### config.mk
export PLATFORM = sky130hd
export DESIGN_NAME = ex_mem_pipe_reg_flat
export DESIGN_NICKNAME = d
export VERILOG_FILES = /design/src/rtl/ex_mem_pipe_reg_if.sv /design/src/rtl/ex_mem_pipe_reg.sv /design/src/flat_wrapper.sv
export SDC_FILE = /design/constraint.sdc
export NUM_CORES = 1
export LEC_CHECK = 0
export BUFFER_PORTS_ARGS = -buffer_cell sky130_fd_sc_hd__buf_2
export CAP_MARGIN = 25
export CORE_MARGIN = 4
export CORE_UTILIZATION = 50
export DETAILED_ROUTE_END_ITERATION = 10
export GPL_ROUTABILITY_DRIVEN = 0
export PLACE_DENSITY_LB_ADDON = 0.08
export SLEW_MARGIN = 10
export SYNTH_ARGS = -nofsm -noshare
export SYNTH_HDL_FRONTEND = slang
export SYNTH_SLANG_ARGS = --single-unit
### constraint.sdc
create_clock -name Clk -period 11.3 [get_ports Clk]
set_input_delay 1.13 -clock Clk [delete_from_list [all_inputs] [get_ports Clk]]
set_output_delay 1.13 -clock Clk [all_outputs]
set_load 0.02 [all_outputs]
### src/rtl/ex_mem_pipe_reg_if.sv
// EX/MEM boundary bundle: EX-side capture inputs, hazard controls and the
// registered MEM-side outputs. The master drives EX, the slave is the register.
interface ex_mem_pipe_reg_if #(
  parameter int DATA_W = 32,
  parameter int CNT_W  = 16
);
  logic              Stall_MEM;
  logic              Flush_MEM;
  logic              Valid_EX;
  logic [DATA_W-1:0] ALU_Result_EX;
  logic              Zero_EX;
  logic [DATA_W-1:0] Write_Data_EX;
  logic [4:0]        Write_Register_EX;
  logic [DATA_W-1:0] Branch_Dest_EX;
  logic              RegWrite_EX;
  logic              MemtoReg_EX;
  logic              MemRead_EX;
  logic              MemWrite_EX;
  logic              Branch_EX;

  logic              Valid_MEM;
  logic [DATA_W-1:0] ALU_Result_MEM;
  logic              Zero_MEM;
  logic [DATA_W-1:0] Write_Data_MEM;
  logic [4:0]        Write_Register_MEM;
  logic [DATA_W-1:0] Branch_Dest_MEM;
  logic              RegWrite_MEM;
  logic              MemtoReg_MEM;
  logic              MemRead_MEM;
  logic              MemWrite_MEM;
  logic              Branch_MEM;
  logic              PCSrc_MEM;
  logic [CNT_W-1:0]  Bubble_Count;

  modport master (
    output Stall_MEM, Flush_MEM, Valid_EX, ALU_Result_EX, Zero_EX, Write_Data_EX,
           Write_Register_EX, Branch_Dest_EX, RegWrite_EX, MemtoReg_EX,
           MemRead_EX, MemWrite_EX, Branch_EX,
    input  Valid_MEM, ALU_Result_MEM, Zero_MEM, Write_Data_MEM, Write_Register_MEM,
           Branch_Dest_MEM, RegWrite_MEM, MemtoReg_MEM, MemRead_MEM, MemWrite_MEM,
           Branch_MEM, PCSrc_MEM, Bubble_Count
  );

  modport slave (
    input  Stall_MEM, Flush_MEM, Valid_EX, ALU_Result_EX, Zero_EX, Write_Data_EX,
           Write_Register_EX, Branch_Dest_EX, RegWrite_EX, MemtoReg_EX,
           MemRead_EX, MemWrite_EX, Branch_EX,
    output Valid_MEM, ALU_Result_MEM, Zero_MEM, Write_Data_MEM, Write_Register_MEM,
           Branch_Dest_MEM, RegWrite_MEM, MemtoReg_MEM, MemRead_MEM, MemWrite_MEM,
           Branch_MEM, PCSrc_MEM, Bubble_Count
  );
endinterface

### src/rtl/ex_mem_pipe_reg.sv
// EX/MEM pipeline register with stall/flush, branch-taken resolution and a
// saturating count of cycles in which the MEM slot held a bubble.
module ex_mem_pipe_reg #(
  parameter int DATA_W = 32,
  parameter int CNT_W  = 16
) (
  input  logic                Clk,
  input  logic                Reset,
  ex_mem_pipe_reg_if.slave    bus
);

  logic              valid_q,    valid_d;
  logic [DATA_W-1:0] alu_q,      alu_d;
  logic              zero_q,     zero_d;
  logic [DATA_W-1:0] wdata_q,    wdata_d;
  logic [4:0]        wreg_q,     wreg_d;
  logic [DATA_W-1:0] bdest_q,    bdest_d;
  logic              regwrite_q, regwrite_d;
  logic              memtoreg_q, memtoreg_d;
  logic              memread_q,  memread_d;
  logic              memwrite_q, memwrite_d;
  logic              branch_q,   branch_d;
  logic [CNT_W-1:0]  bubble_q,   bubble_d;

  function automatic logic [CNT_W-1:0] sat_inc(input logic [CNT_W-1:0] v);
    return (&v) ? v : v + {{(CNT_W-1){1'b0}}, 1'b1};
  endfunction

  always_comb begin
    valid_d    = valid_q;
    alu_d      = alu_q;
    zero_d     = zero_q;
    wdata_d    = wdata_q;
    wreg_d     = wreg_q;
    bdest_d    = bdest_q;
    regwrite_d = regwrite_q;
    memtoreg_d = memtoreg_q;
    memread_d  = memread_q;
    memwrite_d = memwrite_q;
    branch_d   = branch_q;
    bubble_d   = bubble_q;

    if (!valid_q && !bus.Stall_MEM)
      bubble_d = sat_inc(bubble_q);

    // Flush overrides stall: datapath still loads, control is forced to a bubble
    if (bus.Flush_MEM || !bus.Stall_MEM) begin
      alu_d      = bus.ALU_Result_EX;
      zero_d     = bus.Zero_EX;
      wdata_d    = bus.Write_Data_EX;
      wreg_d     = bus.Write_Register_EX;
      bdest_d    = bus.Branch_Dest_EX;
      memtoreg_d = bus.MemtoReg_EX;
    end

    if (bus.Flush_MEM) begin
      valid_d    = 1'b0;
      regwrite_d = 1'b0;
      memread_d  = 1'b0;
      memwrite_d = 1'b0;
      branch_d   = 1'b0;
    end else if (!bus.Stall_MEM) begin
      valid_d    = bus.Valid_EX;
      regwrite_d = bus.RegWrite_EX & bus.Valid_EX;
      memread_d  = bus.MemRead_EX  & bus.Valid_EX;
      memwrite_d = bus.MemWrite_EX & bus.Valid_EX;
      branch_d   = bus.Branch_EX   & bus.Valid_EX;
    end
  end

  always_ff @(posedge Clk or posedge Reset) begin
    if (Reset) begin
      valid_q    <= 1'b0;
      alu_q      <= '0;
      zero_q     <= 1'b0;
      wdata_q    <= '0;
      wreg_q     <= '0;
      bdest_q    <= '0;
      regwrite_q <= 1'b0;
      memtoreg_q <= 1'b0;
      memread_q  <= 1'b0;
      memwrite_q <= 1'b0;
      branch_q   <= 1'b0;
      bubble_q   <= '0;
    end else begin
      valid_q    <= valid_d;
      alu_q      <= alu_d;
      zero_q     <= zero_d;
      wdata_q    <= wdata_d;
      wreg_q     <= wreg_d;
      bdest_q    <= bdest_d;
      regwrite_q <= regwrite_d;
      memtoreg_q <= memtoreg_d;
      memread_q  <= memread_d;
      memwrite_q <= memwrite_d;
      branch_q   <= branch_d;
      bubble_q   <= bubble_d;
    end
  end

  assign bus.Valid_MEM          = valid_q;
  assign bus.ALU_Result_MEM     = alu_q;
  assign bus.Zero_MEM           = zero_q;
  assign bus.Write_Data_MEM     = wdata_q;
  assign bus.Write_Register_MEM = wreg_q;
  assign bus.Branch_Dest_MEM    = bdest_q;
  assign bus.RegWrite_MEM       = regwrite_q;
  assign bus.MemtoReg_MEM       = memtoreg_q;
  assign bus.MemRead_MEM        = memread_q;
  assign bus.MemWrite_MEM       = memwrite_q;
  assign bus.Branch_MEM         = branch_q;
  assign bus.PCSrc_MEM          = branch_q & zero_q & valid_q;
  assign bus.Bubble_Count       = bubble_q;

endmodule

### src/flat_wrapper.sv
// flat-port wrapper written by rule: the top's interface ports become plain ports
module ex_mem_pipe_reg_flat 
#(
  parameter int DATA_W = 32,
  parameter int CNT_W  = 16
)
  (Clk, Reset, bus_Stall_MEM, bus_Flush_MEM, bus_Valid_EX, bus_ALU_Result_EX, bus_Zero_EX, bus_Write_Data_EX, bus_Write_Register_EX, bus_Branch_Dest_EX, bus_RegWrite_EX, bus_MemtoReg_EX, bus_MemRead_EX, bus_MemWrite_EX, bus_Branch_EX, bus_Valid_MEM, bus_ALU_Result_MEM, bus_Zero_MEM, bus_Write_Data_MEM, bus_Write_Register_MEM, bus_Branch_Dest_MEM, bus_RegWrite_MEM, bus_MemtoReg_MEM, bus_MemRead_MEM, bus_MemWrite_MEM, bus_Branch_MEM, bus_PCSrc_MEM, bus_Bubble_Count);
  ex_mem_pipe_reg_if #(.DATA_W(DATA_W), .CNT_W(CNT_W)) bus_i ();
  input  logic Clk;
  input  logic Reset;
  input wire logic [$bits(bus_i.Stall_MEM)-1:0] bus_Stall_MEM;
  input wire logic [$bits(bus_i.Flush_MEM)-1:0] bus_Flush_MEM;
  input wire logic [$bits(bus_i.Valid_EX)-1:0] bus_Valid_EX;
  input wire logic [$bits(bus_i.ALU_Result_EX)-1:0] bus_ALU_Result_EX;
  input wire logic [$bits(bus_i.Zero_EX)-1:0] bus_Zero_EX;
  input wire logic [$bits(bus_i.Write_Data_EX)-1:0] bus_Write_Data_EX;
  input wire logic [$bits(bus_i.Write_Register_EX)-1:0] bus_Write_Register_EX;
  input wire logic [$bits(bus_i.Branch_Dest_EX)-1:0] bus_Branch_Dest_EX;
  input wire logic [$bits(bus_i.RegWrite_EX)-1:0] bus_RegWrite_EX;
  input wire logic [$bits(bus_i.MemtoReg_EX)-1:0] bus_MemtoReg_EX;
  input wire logic [$bits(bus_i.MemRead_EX)-1:0] bus_MemRead_EX;
  input wire logic [$bits(bus_i.MemWrite_EX)-1:0] bus_MemWrite_EX;
  input wire logic [$bits(bus_i.Branch_EX)-1:0] bus_Branch_EX;
  output wire logic [$bits(bus_i.Valid_MEM)-1:0] bus_Valid_MEM;
  output wire logic [$bits(bus_i.ALU_Result_MEM)-1:0] bus_ALU_Result_MEM;
  output wire logic [$bits(bus_i.Zero_MEM)-1:0] bus_Zero_MEM;
  output wire logic [$bits(bus_i.Write_Data_MEM)-1:0] bus_Write_Data_MEM;
  output wire logic [$bits(bus_i.Write_Register_MEM)-1:0] bus_Write_Register_MEM;
  output wire logic [$bits(bus_i.Branch_Dest_MEM)-1:0] bus_Branch_Dest_MEM;
  output wire logic [$bits(bus_i.RegWrite_MEM)-1:0] bus_RegWrite_MEM;
  output wire logic [$bits(bus_i.MemtoReg_MEM)-1:0] bus_MemtoReg_MEM;
  output wire logic [$bits(bus_i.MemRead_MEM)-1:0] bus_MemRead_MEM;
  output wire logic [$bits(bus_i.MemWrite_MEM)-1:0] bus_MemWrite_MEM;
  output wire logic [$bits(bus_i.Branch_MEM)-1:0] bus_Branch_MEM;
  output wire logic [$bits(bus_i.PCSrc_MEM)-1:0] bus_PCSrc_MEM;
  output wire logic [$bits(bus_i.Bubble_Count)-1:0] bus_Bubble_Count;
  assign bus_i.Stall_MEM = bus_Stall_MEM;
  assign bus_i.Flush_MEM = bus_Flush_MEM;
  assign bus_i.Valid_EX = bus_Valid_EX;
  assign bus_i.ALU_Result_EX = bus_ALU_Result_EX;
  assign bus_i.Zero_EX = bus_Zero_EX;
  assign bus_i.Write_Data_EX = bus_Write_Data_EX;
  assign bus_i.Write_Register_EX = bus_Write_Register_EX;
  assign bus_i.Branch_Dest_EX = bus_Branch_Dest_EX;
  assign bus_i.RegWrite_EX = bus_RegWrite_EX;
  assign bus_i.MemtoReg_EX = bus_MemtoReg_EX;
  assign bus_i.MemRead_EX = bus_MemRead_EX;
  assign bus_i.MemWrite_EX = bus_MemWrite_EX;
  assign bus_i.Branch_EX = bus_Branch_EX;
  assign bus_Valid_MEM = bus_i.Valid_MEM;
  assign bus_ALU_Result_MEM = bus_i.ALU_Result_MEM;
  assign bus_Zero_MEM = bus_i.Zero_MEM;
  assign bus_Write_Data_MEM = bus_i.Write_Data_MEM;
  assign bus_Write_Register_MEM = bus_i.Write_Register_MEM;
  assign bus_Branch_Dest_MEM = bus_i.Branch_Dest_MEM;
  assign bus_RegWrite_MEM = bus_i.RegWrite_MEM;
  assign bus_MemtoReg_MEM = bus_i.MemtoReg_MEM;
  assign bus_MemRead_MEM = bus_i.MemRead_MEM;
  assign bus_MemWrite_MEM = bus_i.MemWrite_MEM;
  assign bus_Branch_MEM = bus_i.Branch_MEM;
  assign bus_PCSrc_MEM = bus_i.PCSrc_MEM;
  assign bus_Bubble_Count = bus_i.Bubble_Count;
  ex_mem_pipe_reg #(.DATA_W(DATA_W), .CNT_W(CNT_W)) u_core (.Clk(Clk), .Reset(Reset), .bus(bus_i));
endmodule
==> out/results.ini, run 1 <==
[layout]
drive_above_1_share_pct = 68.3
fin_area_um2 = 6790
multi_input_area_um2 = 1700
nNetsFinal = 669
nFillCells = 722
fin_util_pct = 72.5
fin_cells = 697
register_area_um2 = 3100
syn2layout_area_growth_pct = 38.9
n_antenna_cell = 0

[setup_path]
critPathLaunchType = primary input
rrSetupSlack_ps = 9560
endpoint_kind = flip-flop
rr_startpoint = u_core.bus.Bubble_Count[1]
rr_endpoint = u_core.bus.Bubble_Count[1]
r2r_cells = 5
crit_path_max_fanout = 77
required_ps = 11670
arrival_ps = 2930
critPathKind = primary input to flip-flop

[synthesis]
synth_top_area_share_pct = 63.5
async_flop_share_pct = 100
ys_types = 33
yosysSeqAreaShare_pct = 63.5
syn_inst = 311
syn_area_um2 = 4890
syn_avg_cell_area_um2 = 15.7
ys_ff_latch = 124
yosys.area.top_type = dfrtp_1
yosys_warnings = 0
synth_nets = 424
yosys-top-cells-area = dfrtp_1 63%, mux2_2 24%, xor2_1 2.0%
synth-edff-count = 0
synthFlopType = dfrtp_1

[cts]
post_cts_buffers = 0
cts_tree = built
numClockSinks = 124
cts_hold_buf = 0
cts_inserted_buffers = 17
clk_pin_slew_ps = 60
cts_root_buffer = clkbuf_8
clk_latency_ps = 490
cts_resized = 0
clk_path_buf_depth = 2
htreeDepth = 4

[placed_design]
portBuffers = 236
placed_cell_area_um2 = 6180
place_hpwl_mm = 8.67
dp_cells = 666

[power]
p_leak_nw = 3.39
pwr_density_cell_nw_per_um2 = 190
report.power.total_mw = 1.29
ir_worst_vdd_mv = 0.103

[grt]
grt_use_total_pct = 20.6
grt_pass1_wl_mm = 18.2
grt_overflow_total = 0
grt_pass1_vias = 3581
grt_max_degree = 78
antenna_found_initial = 0

[timing]
fmax_ghz = 0.391
fin_crit_sh_pct = 22.7
rsz0062_at_grt = no
timing.slew.headroom_pct = 36.5
skew_ps = 7.15
hold_viol = 0
setup_viol = 0
timing.final.crit_period_ps = 2560
fin_tns_setup_ps = 0
drv_slew = 0
worstMarginPinSlew_ps = 953

[route]
wl_met3_mm = 1.18
wl_met1_mm = 4.14
viasPerCell = 4.89
drtIter0Drc = 106
drt_first_pass_iters = 4
ant_nets = 0
highest_layer = met4
num_vias = 3407
drc = 0
wire_per_inst_um = 16.6
wl_mm = 11.5
met2WireLength_mm = 6.12

[min_path]
whs_path_depth = 1
min_to = u_core.bus.Bubble_Count[10]
hp-start = u_core.bus.Bubble_Count[10]
hold_path.class = flip-flop to flip-flop

[floorplanning]
die_w_um = 107
ios = 237
die_area_um2 = 11400
fp-row-count = 35
die_h_um = 107
start_util_pct = 52.1
core_area_um2 = 9370

[flow_run]
maxCapViolCount = 0

[outcome]
status = complete, no violations

==> final cells by class <==
class | instances | area share, %
tap | 129 | 2.38
clock buffer | 20 | 6.56
multi-input combinational | 171 | 25.0
inverter | 4 | 0.258
clock inverter | 11 | 2.47
timing repair buffer | 238 | 17.6
sequential | 124 | 45.7
==> cell usage in the layout (no fill, tap or decap), types with 8 or more instances in the layout <==
cell / Yosys / final
buf_2: 5 / 236
dfrtp_1: 124 / 124
mux2_2: 103 / 103
clkbuf_16: 0 / 16
xor2_1: 11 / 11
nor2_1: 8 / 8
==> layer usage <==
layer,GRT usage [%],vias up
met4,5.30,0
li1,-,1597
met5,0,-
met1,22.7,1661
met2,36.2,142
met3,9.39,7
==> where the power goes <==
part / total, mW / switching [mW] / internal [mW]
combinational: 0.209 / 0.122 / 0.0878
sequential: 0.527 / 0.0375 / 0.489
clock: 0.554 / 0.185 / 0.368
==> worst max-delay path, stage by stage <==
cell and delay, ps:
buf_2 140, nand2b_4 360, buf_4 800, mux2_2 420
==> how the worst max path moves through the flow <==
stage                  start                               end  slack (ps)
2_1_floorplan          Reset      u_core.bus.ALU_Result_MEM[0]        6870
3_3_place_gp   bus_Flush_MEM  u_core.bus.Write_Register_MEM[1]        8300
3_5_place_dp   bus_Flush_MEM     u_core.bus.Write_Data_MEM[16]        8260
4_1_cts        bus_Flush_MEM  u_core.bus.Write_Register_MEM[1]        8780
5_1_grt        bus_Flush_MEM     u_core.bus.Write_Data_MEM[16]        8700
6_report       bus_Flush_MEM  u_core.bus.Write_Register_MEM[1]        8740
==> metrics by stage <==
stage | hold slack, ps | setup WS [ps]
after floorplan | 596 | 6870
after global placement | 478 | 8300
after detailed placement | 490 | 8260
after CTS | 500 | 8780
after global routing | 508 | 8700
final | 486 | 8740
==> cells by family after synthesis <==
kind of cell,Yosys count,synth area share [%]
compound gates,11,1.56
xor+xnor,14,2.51
fa+ha+maj,1,0.256
buf+inv,16,1.89
flops,124,63.5
mux,105,24.3
simple gates,40,6.02
==> synth_stat cells, types with 2 or more instances <==
| cell type | count |
|---|---|
| nor2_1 | 8 |
| nor4_2 | 3 |
| buf_4 | 7 |
| buf_2 | 5 |
| or2_4 | 2 |
| a22oi_1 | 3 |
| xor2_1 | 11 |
| nand3_1 | 4 |
| nand4_1 | 3 |
| dfrtp_1 | 124 |
| inv_1 | 4 |
| mux2_2 | 103 |
| xnor2_1 | 3 |
| a21oi_1 | 4 |
| nor3_1 | 4 |
| nand2_1 | 4 |
| a211oi_1 | 3 |
==> state kept, by name, summed over array words and instances (netlist names) <==
| register | flops |
|---|---|
| u_core.bus.ALU_Result_MEM | 32 |
| u_core.bus.Branch_Dest_MEM | 32 |
| u_core.bus.MemWrite_MEM | 1 |
| u_core.bus.Branch_MEM | 1 |
| u_core.bus.Zero_MEM | 1 |
| u_core.bus.Valid_MEM | 1 |
| u_core.bus.MemtoReg_MEM | 1 |
| u_core.bus.RegWrite_MEM | 1 |
| u_core.bus.Write_Register_MEM | 5 |
| u_core.bus.Write_Data_MEM | 32 |
| u_core.bus.Bubble_Count | 16 |
| u_core.bus.MemRead_MEM | 1 |
No activity file was read; power rests on OpenSTA's default activity.
==> run 2: changes to the inputs <==
Settings changed: CORE_UTILIZATION 50 to 42.
Clock period 11.3 ns to 2.1 ns, I/O delays scaled along.
==> run 2 against run 1 <==
Net effect:
- sequential power rose to 5.4 times the previous value
- critical path depth up 1
- worst hold slack got worse by 460 ps
- sequential cell count unchanged
- critical endpoint is now u_core.bus.Bubble_Count[1]
- largest cell class unchanged
- largest power group unchanged
- highest routed layer unchanged
==> out/results.ini, run 2 (synthesis gave the netlist of run 1 again) <==
[timing]
fin_crit_sh_pct = 81.2
skew_ps = 3.38  ; was 7.15 ps
timing.slew.headroom_pct = 59.0  ; was 36.5%
fmax_ghz = 0.587
setup_viol = 0  ; unchanged
hold_viol = 0  ; unchanged
worstMarginPinSlew_ps = 616  ; was 953 ps
fin_tns_setup_ps = 0  ; unchanged
rsz0062_at_grt = no  ; unchanged
timing.final.crit_period_ps = 1710
drv_slew = 0  ; unchanged

[setup_path]
critPathKind = flip-flop to flip-flop  ; was primary input to flip-flop
endpoint_kind = flip-flop  ; unchanged
rr_startpoint = u_core.bus.Bubble_Count[0]  ; was u_core.bus.Bubble_Count[1]
rrSetupSlack_ps = 390  ; was 9560 ps
required_ps = 2390  ; was 11,670 ps
rr_endpoint = u_core.bus.Bubble_Count[1]  ; unchanged
arrival_ps = 1990  ; was 2930 ps
crit_path_max_fanout = 9  ; was 77
r2r_cells = 5  ; unchanged
critPathLaunchType = flip-flop  ; was primary input

[route]
drtIter0Drc = 214  ; was 106
wl_mm = 11.5  ; about the same
wire_per_inst_um = 16.0  ; was 16.6 um
viasPerCell = 4.78  ; was 4.89
drc = 0  ; unchanged
drt_first_pass_iters = 4  ; unchanged
ant_nets = 0  ; unchanged
num_vias = 3431  ; was 3,407

[layout]
syn2layout_area_growth_pct = 40.6  ; was 38.9%
register_area_um2 = 3100  ; unchanged
nFillCells = 912  ; was 722
n_antenna_cell = 0  ; unchanged
final_common_cell = buf_2  ; unchanged
drive_above_1_share_pct = 68.5  ; was 68.3%
fin_cells = 718  ; was 697
multi_input_area_um2 = 1700  ; unchanged
layout_common_cells = 236 x buf_2, 124 x dfrtp_1, 103 x mux2_2  ; unchanged
nNetsFinal = 675  ; was 669

[cts]
cts_inserted_buffers = 17  ; unchanged
htreeDepth = 4  ; unchanged
clk_path_buf_depth = 2  ; unchanged
numClockSinks = 124  ; unchanged
clk_pin_slew_ps = 60  ; about the same
clk_latency_ps = 400  ; was 490 ps
cts_root_buffer = clkbuf_16  ; was clkbuf_8
cts_tree = built  ; unchanged

[grt]
antenna_found_initial = 0  ; unchanged
grt_overflow_total = 0  ; unchanged
grt_use_total_pct = 17.4  ; was 20.6%
grt_max_degree = 50  ; was 78
grt_pass1_vias = 3560  ; was 3,581
grt_pass1_wl_mm = 17.7  ; was 18.2 mm

[power]
report.power.total_mw = 6.80  ; was 1.29 mW
pwr_density_cell_nw_per_um2 = 990  ; was 190 nW/um^2
ir_worst_vdd_mv = 0.647  ; was 0.103 mV
p_leak_nw = 3.41  ; was 3.39 nW

[floorplanning]
die_area_um2 = 13400  ; was 11,400 um^2
core_area_um2 = 11400  ; was 9370 um^2
fp-row-count = 39  ; was 35
die_w_um = 116  ; was 107 um
start_util_pct = 42.8  ; was 52.1%
die_h_um = 116  ; was 107 um
ios = 237  ; unchanged

[min_path]
whs_path_depth = 2  ; was 1
min_to = u_core.bus.Branch_Dest_MEM[22]  ; was u_core.bus.Bubble_Count[10]
hp-start = bus_Branch_Dest_EX[22]  ; was u_core.bus.Bubble_Count[10]
hold_path.class = primary input to flip-flop  ; was flip-flop to flip-flop

[placed_design]
dp_cells = 685  ; was 666
place_hpwl_mm = 8.66  ; was 8.67 mm
portBuffers = 236  ; unchanged

[outcome]
status = complete, no violations  ; unchanged

[flow_run]
maxCapViolCount = 0  ; unchanged

run 2: cell types whose count changed in the layout (fill, tap and decap cells not counted), sizes merged:
cell,delta
buf,+5
dlygate4sd3,+1
bufinv,-2
inv,-1
clkinv,-1
clkinvlp,+4
clkbuf,+1
run 2: critical path, stage by stage, from the launching register on:
cell and delay (ps):
dfrtp_1 440, ha_1 220, nand3_1 120, nor3_4 350
a21boi_2 130, mux2_4 320
run 2: metal layers:
| layer | track usage [%] | wire length [um] | up-vias |
|---|---|---|---|
| met5 | 0 | 0 | - |
| met4 | 8.28 | 311 | 0 |
| met3 | 8.20 | 1360 | 23 |
| met2 | 27.6 | 5510 | 173 |
| met1 | 19.8 | 4320 | 1624 |
| li1 | - | - | 1611 |
run 2: how the worst max path moves through the flow:
| stage | end | startpoint | slack (ps) |
|---|---|---|---|
| finish | u_core.bus.Bubble_Count[1] | u_core.bus.Bubble_Count[0] | 390 |
| CTS | u_core.bus.Bubble_Count[1] | u_core.bus.Bubble_Count[0] | 390 |
| detailed placement | u_core.bus.Bubble_Count[1] | u_core.bus.Bubble_Count[0] | 400 |
| global route | u_core.bus.Bubble_Count[1] | u_core.bus.Bubble_Count[0] | 320 |
| floorplan | u_core.bus.ALU_Result_MEM[0] | Reset | 360 |
| global placement | u_core.bus.Bubble_Count[1] | u_core.bus.Bubble_Count[0] | 450 |
run 2: area by class of cell:
| type | count | share of cell area (%) |
|---|---|---|
| flip-flops and latches | 124 | 45.2 |
| multi-input cells | 171 | 24.7 |
| repair buffers | 244 | 18.7 |
| clock buffers | 21 | 6.85 |
| well taps | 143 | 2.60 |
| clock inverters | 11 | 1.71 |
| inverters | 4 | 0.273 |
run 2: stage by stage:
| stage | utilization (%) | instance area [um^2] | hold slack (ps) | setup slack [ps] |
|---|---|---|---|---|
| 5_1_grt | 60.2 | 6870 | 11.8 | 316 |
| 4_1_cts | 60.2 | 6870 | 11.2 | 394 |
| 3_3_place_gp | 54.9 | 6270 | 96.4 | 455 |
| 3_5_place_dp | 54.9 | 6270 | 99.1 | 402 |
| 2_1_floorplan | - | 4890 | 276 | 365 |
| 6_report | 60.2 | 6870 | 29.5 | 395 |
run 2: power by group:
group / switching, mW / total (mW) / internal (mW)
Combinational: 0.654 / 1.14 / 0.487
Clock: 1.01 / 2.84 / 1.83
Sequential: 0.188 / 2.82 / 2.63
Total: 1.85 / 6.80 / 4.95
run 2: what timing repair did:
item / in CTS / in global routing
hold endpoints to repair: 3 / 0
hold buffers: 1 / 0
buffers inserted: 0 / 0
gates resized for setup: 0 / 0
==> run 3: changes to the inputs <==
Settings changed: CORE_UTILIZATION 42 to 46.
Clock period 2.1 ns to 1.61 ns, I/O delays scaled along.
==> run 3 against run 2 <==
Net effect:
- critical path depth is 1 lower
- routed wire length is 18% higher
- sequential share of layout area is 6.7 points lower
- highest routed layer unchanged
- first-iteration DRC count is 29% lower
- final cell count is 15% higher
==> out/results.ini, run 3 (synthesis gave the netlist of run 1 again) <==
[timing]
postLayoutSetupSlackWorst_ps = 129  ; was 395 ps
worstMarginPinSlew_ps = 413  ; was 616 ps
skew_ps = 8.20  ; was 3.38 ps
fmax_ghz = 0.675  ; was 0.587 GHz
setup_viol = 0  ; unchanged
fin_crit_sh_pct = 92.0  ; was 81.2%
drv_slew = 0  ; unchanged
rsz0062_at_grt = no  ; unchanged
timing.final.crit_period_ps = 1480  ; was 1710 ps
holdWs_ps = 57.1  ; was 29.5 ps
hold_viol = 0  ; unchanged
timing.slew.headroom_pct = 72.2  ; was 59.0%

[layout]
final_common_cell = buf_2  ; unchanged
layout_common_cells = 236 x buf_2, 122 x dfrtp_1, 109 x dlygate4sd3_1  ; was 236 x buf_2, 124 x dfrtp_1, 103 x mux2_2
fin_area_um2 = 8070  ; was 6870 um^2
syn2layout_area_growth_pct = 65.1  ; was 40.6%
drive_above_1_share_pct = 58.2  ; was 68.5%
nNetsFinal = 787  ; was 675
n_antenna_cell = 0  ; unchanged

[route]
wire_per_inst_um = 16.5  ; was 16.0 um
wl_met1_mm = 5.31  ; was 4.32 mm
highest_layer = met4  ; unchanged
num_vias = 3937  ; was 3,431
viasPerCell = 4.78  ; about the same
drt_first_pass_iters = 4  ; unchanged
wl_mm = 13.6  ; was 11.5 mm
met2WireLength_mm = 6.89  ; was 5.51 mm
ant_nets = 0  ; unchanged
drtIter0Drc = 152  ; was 214
drc = 0  ; unchanged
wl_met3_mm = 1.01  ; was 1.36 mm

[setup_path]
endpoint_kind = flip-flop  ; unchanged
critPathLaunchType = flip-flop  ; unchanged
cp_slowest_cell = dfrtp_2  ; was dfrtp_1
arrival_ps = 1880  ; was 1990 ps
crit_chain = nand4_4, or2_4, nor3_2, mux2_1  ; was ha_1, nand3_1, nor3_4, a21boi_2, mux2_4
critPathMaxStageDelay_ps = 420  ; was 440 ps
critPathKind = flip-flop to flip-flop  ; unchanged
cp_num_buf_inv = 0  ; unchanged
required_ps = 2010  ; was 2390 ps
crit_family = simple AND/OR/NAND/NOR gates  ; unchanged
crit_path_max_fanout = 5  ; was 9

[floorplanning]
ios = 237  ; unchanged
die_h_um = 111  ; was 116 um
core_area_um2 = 10300  ; was 11,400 um^2
die_area_um2 = 12300  ; was 13,400 um^2
fp-row-count = 37  ; was 39
die_w_um = 111  ; was 116 um
start_util_pct = 47.3  ; was 42.8%

[cts]
clk_latency_ps = 510  ; was 400 ps
htreeDepth = 4  ; unchanged
cts_root_buffer = clkbuf_8  ; was clkbuf_16
cts_tree = built  ; unchanged
numClockSinks = 124  ; unchanged
clk_path_buf_depth = 2  ; unchanged
cts_inserted_buffers = 17  ; unchanged
clk_pin_slew_ps = 60  ; about the same

[min_path]
hold_path.class = primary input to flip-flop  ; unchanged

[power]
switchingPower_mw = 2.52  ; was 1.85 mW
p_leak_nw = 3.94  ; was 3.41 nW
switching_share_pct = 25.8  ; was 27.3%
power.share.sequential_pct = 37.4  ; was 41.5%
intPower_mw = 7.24  ; was 4.95 mW
ir_worst_vdd_mv = 0.791  ; was 0.647 mV
clkPwrFrac_pct = 44.0  ; was 41.8%
comb_power_share_pct = 18.6  ; was 16.8%
pwr_density_cell_nw_per_um2 = 1210  ; was 990 nW/um^2

[grt]
grt_overflow_total = 0  ; unchanged
grt_max_degree = 68  ; was 50
antenna_found_initial = 0  ; unchanged
grt_pass1_wl_mm = 22.8  ; was 17.7 mm
grt_use_total_pct = 23.3  ; was 17.4%
grt_pass1_vias = 4428  ; was 3,560

[placed_design]
place_hpwl_mm = 8.82  ; was 8.66 mm
detailedPlace.worstSlack_ps = 88.4  ; was 402 ps
portBuffers = 236  ; unchanged
placed_cell_area_um2 = 6300  ; was 6270 um^2

[outcome]
status = complete, no violations  ; unchanged

[flow_run]
maxCapViolCount = 0  ; unchanged

[run 3: changes by cell type in the layout (fill, tap and decap cells not counted), moves of 2 or more]
cell / change
dlygate4sd3_1: +108
dfrtp_2: +2
bufinv_16: +4
clkinvlp_4: -4
dfrtp_1: -2
buf_4: +3
[run 3: final timing paths]
| kind | startpoint | to | slack, ps | cells after the start |
|---|---|---|---|---|
| max | u_core.bus.Bubble_Count[5] | u_core.bus.Bubble_Count[12] | 130 | 4 |
| min reg2reg | u_core.bus.Bubble_Count[10] | u_core.bus.Bubble_Count[10] | 490 | 1 |
| max in group asynchronous | Reset | u_core.bus.Bubble_Count[6] | 960 | 4 |
| min in group asynchronous | Reset | u_core.bus.Write_Data_MEM[9] | 330 | 4 |
| max reg2reg | u_core.bus.Bubble_Count[5] | u_core.bus.Bubble_Count[12] | 130 | 4 |
| min | bus_Stall_MEM | u_core.bus.Valid_MEM | 60 | 3 |
[run 3: tightest hold or removal path, delay by kind of cell]
kind | cells | cell delay [ps]
and+or+nand+nor | 1 | 50
AOI/OAI and AO/OA | 1 | 140
buffers and inverters | 1 | 170
[run 3: metal layers]
layer  vias up  track usage (%)
met3        30             8.46
met5         -                0
met1      1908             26.4
met4         0             9.49
met2       171             39.8
li1       1828                -
[run 3: cell type report]
type / instances / area (um^2)
Multi-Input combinational cell: 171 / 1700
Inverter: 4 / 18.8
Fill cell: 624 / 2250
Tap cell: 136 / 170
Sequential cell: 124 / 3110
Timing Repair Buffer: 356 / 2400
Clock buffer: 21 / 459
Clock inverter: 11 / 211
[run 3: repair_timing]
item                       4_1_cts  5_1_grt
setup buffers                    0        0
setup endpoints to repair        0        1
hold buffers                   109        0
hold endpoints to repair       232        0
resized for setup                0        2
[run 3: stage by stage]
step | cells | setup TNS [ps] | total power [mW] | util [%]
6_report | 823 | 0 | 9.76 | 78.2
5_1_grt | 823 | 0 | 10.2 | 78.2
4_1_cts | 823 | 0 | 9.82 | 78.1
3_5_place_dp | 682 | 0 | 5.30 | 61.1
3_3_place_gp | 682 | 0 | 5.26 | 61.1
2_1_floorplan | 311 | -9540 | 4.62 | -
[run 3: power groups by stage]
stage / Sequential, mW / Clock, mW / Combinational (mW)
2_1_floorplan: 4.11 / 0 / 0.512
3_3_place_gp: 3.67 / 0 / 1.59
3_5_place_dp: 3.69 / 0 / 1.61
4_1_cts: 3.64 / 4.35 / 1.82
5_1_grt: 3.70 / 4.55 / 1.95
6_report: 3.65 / 4.30 / 1.81
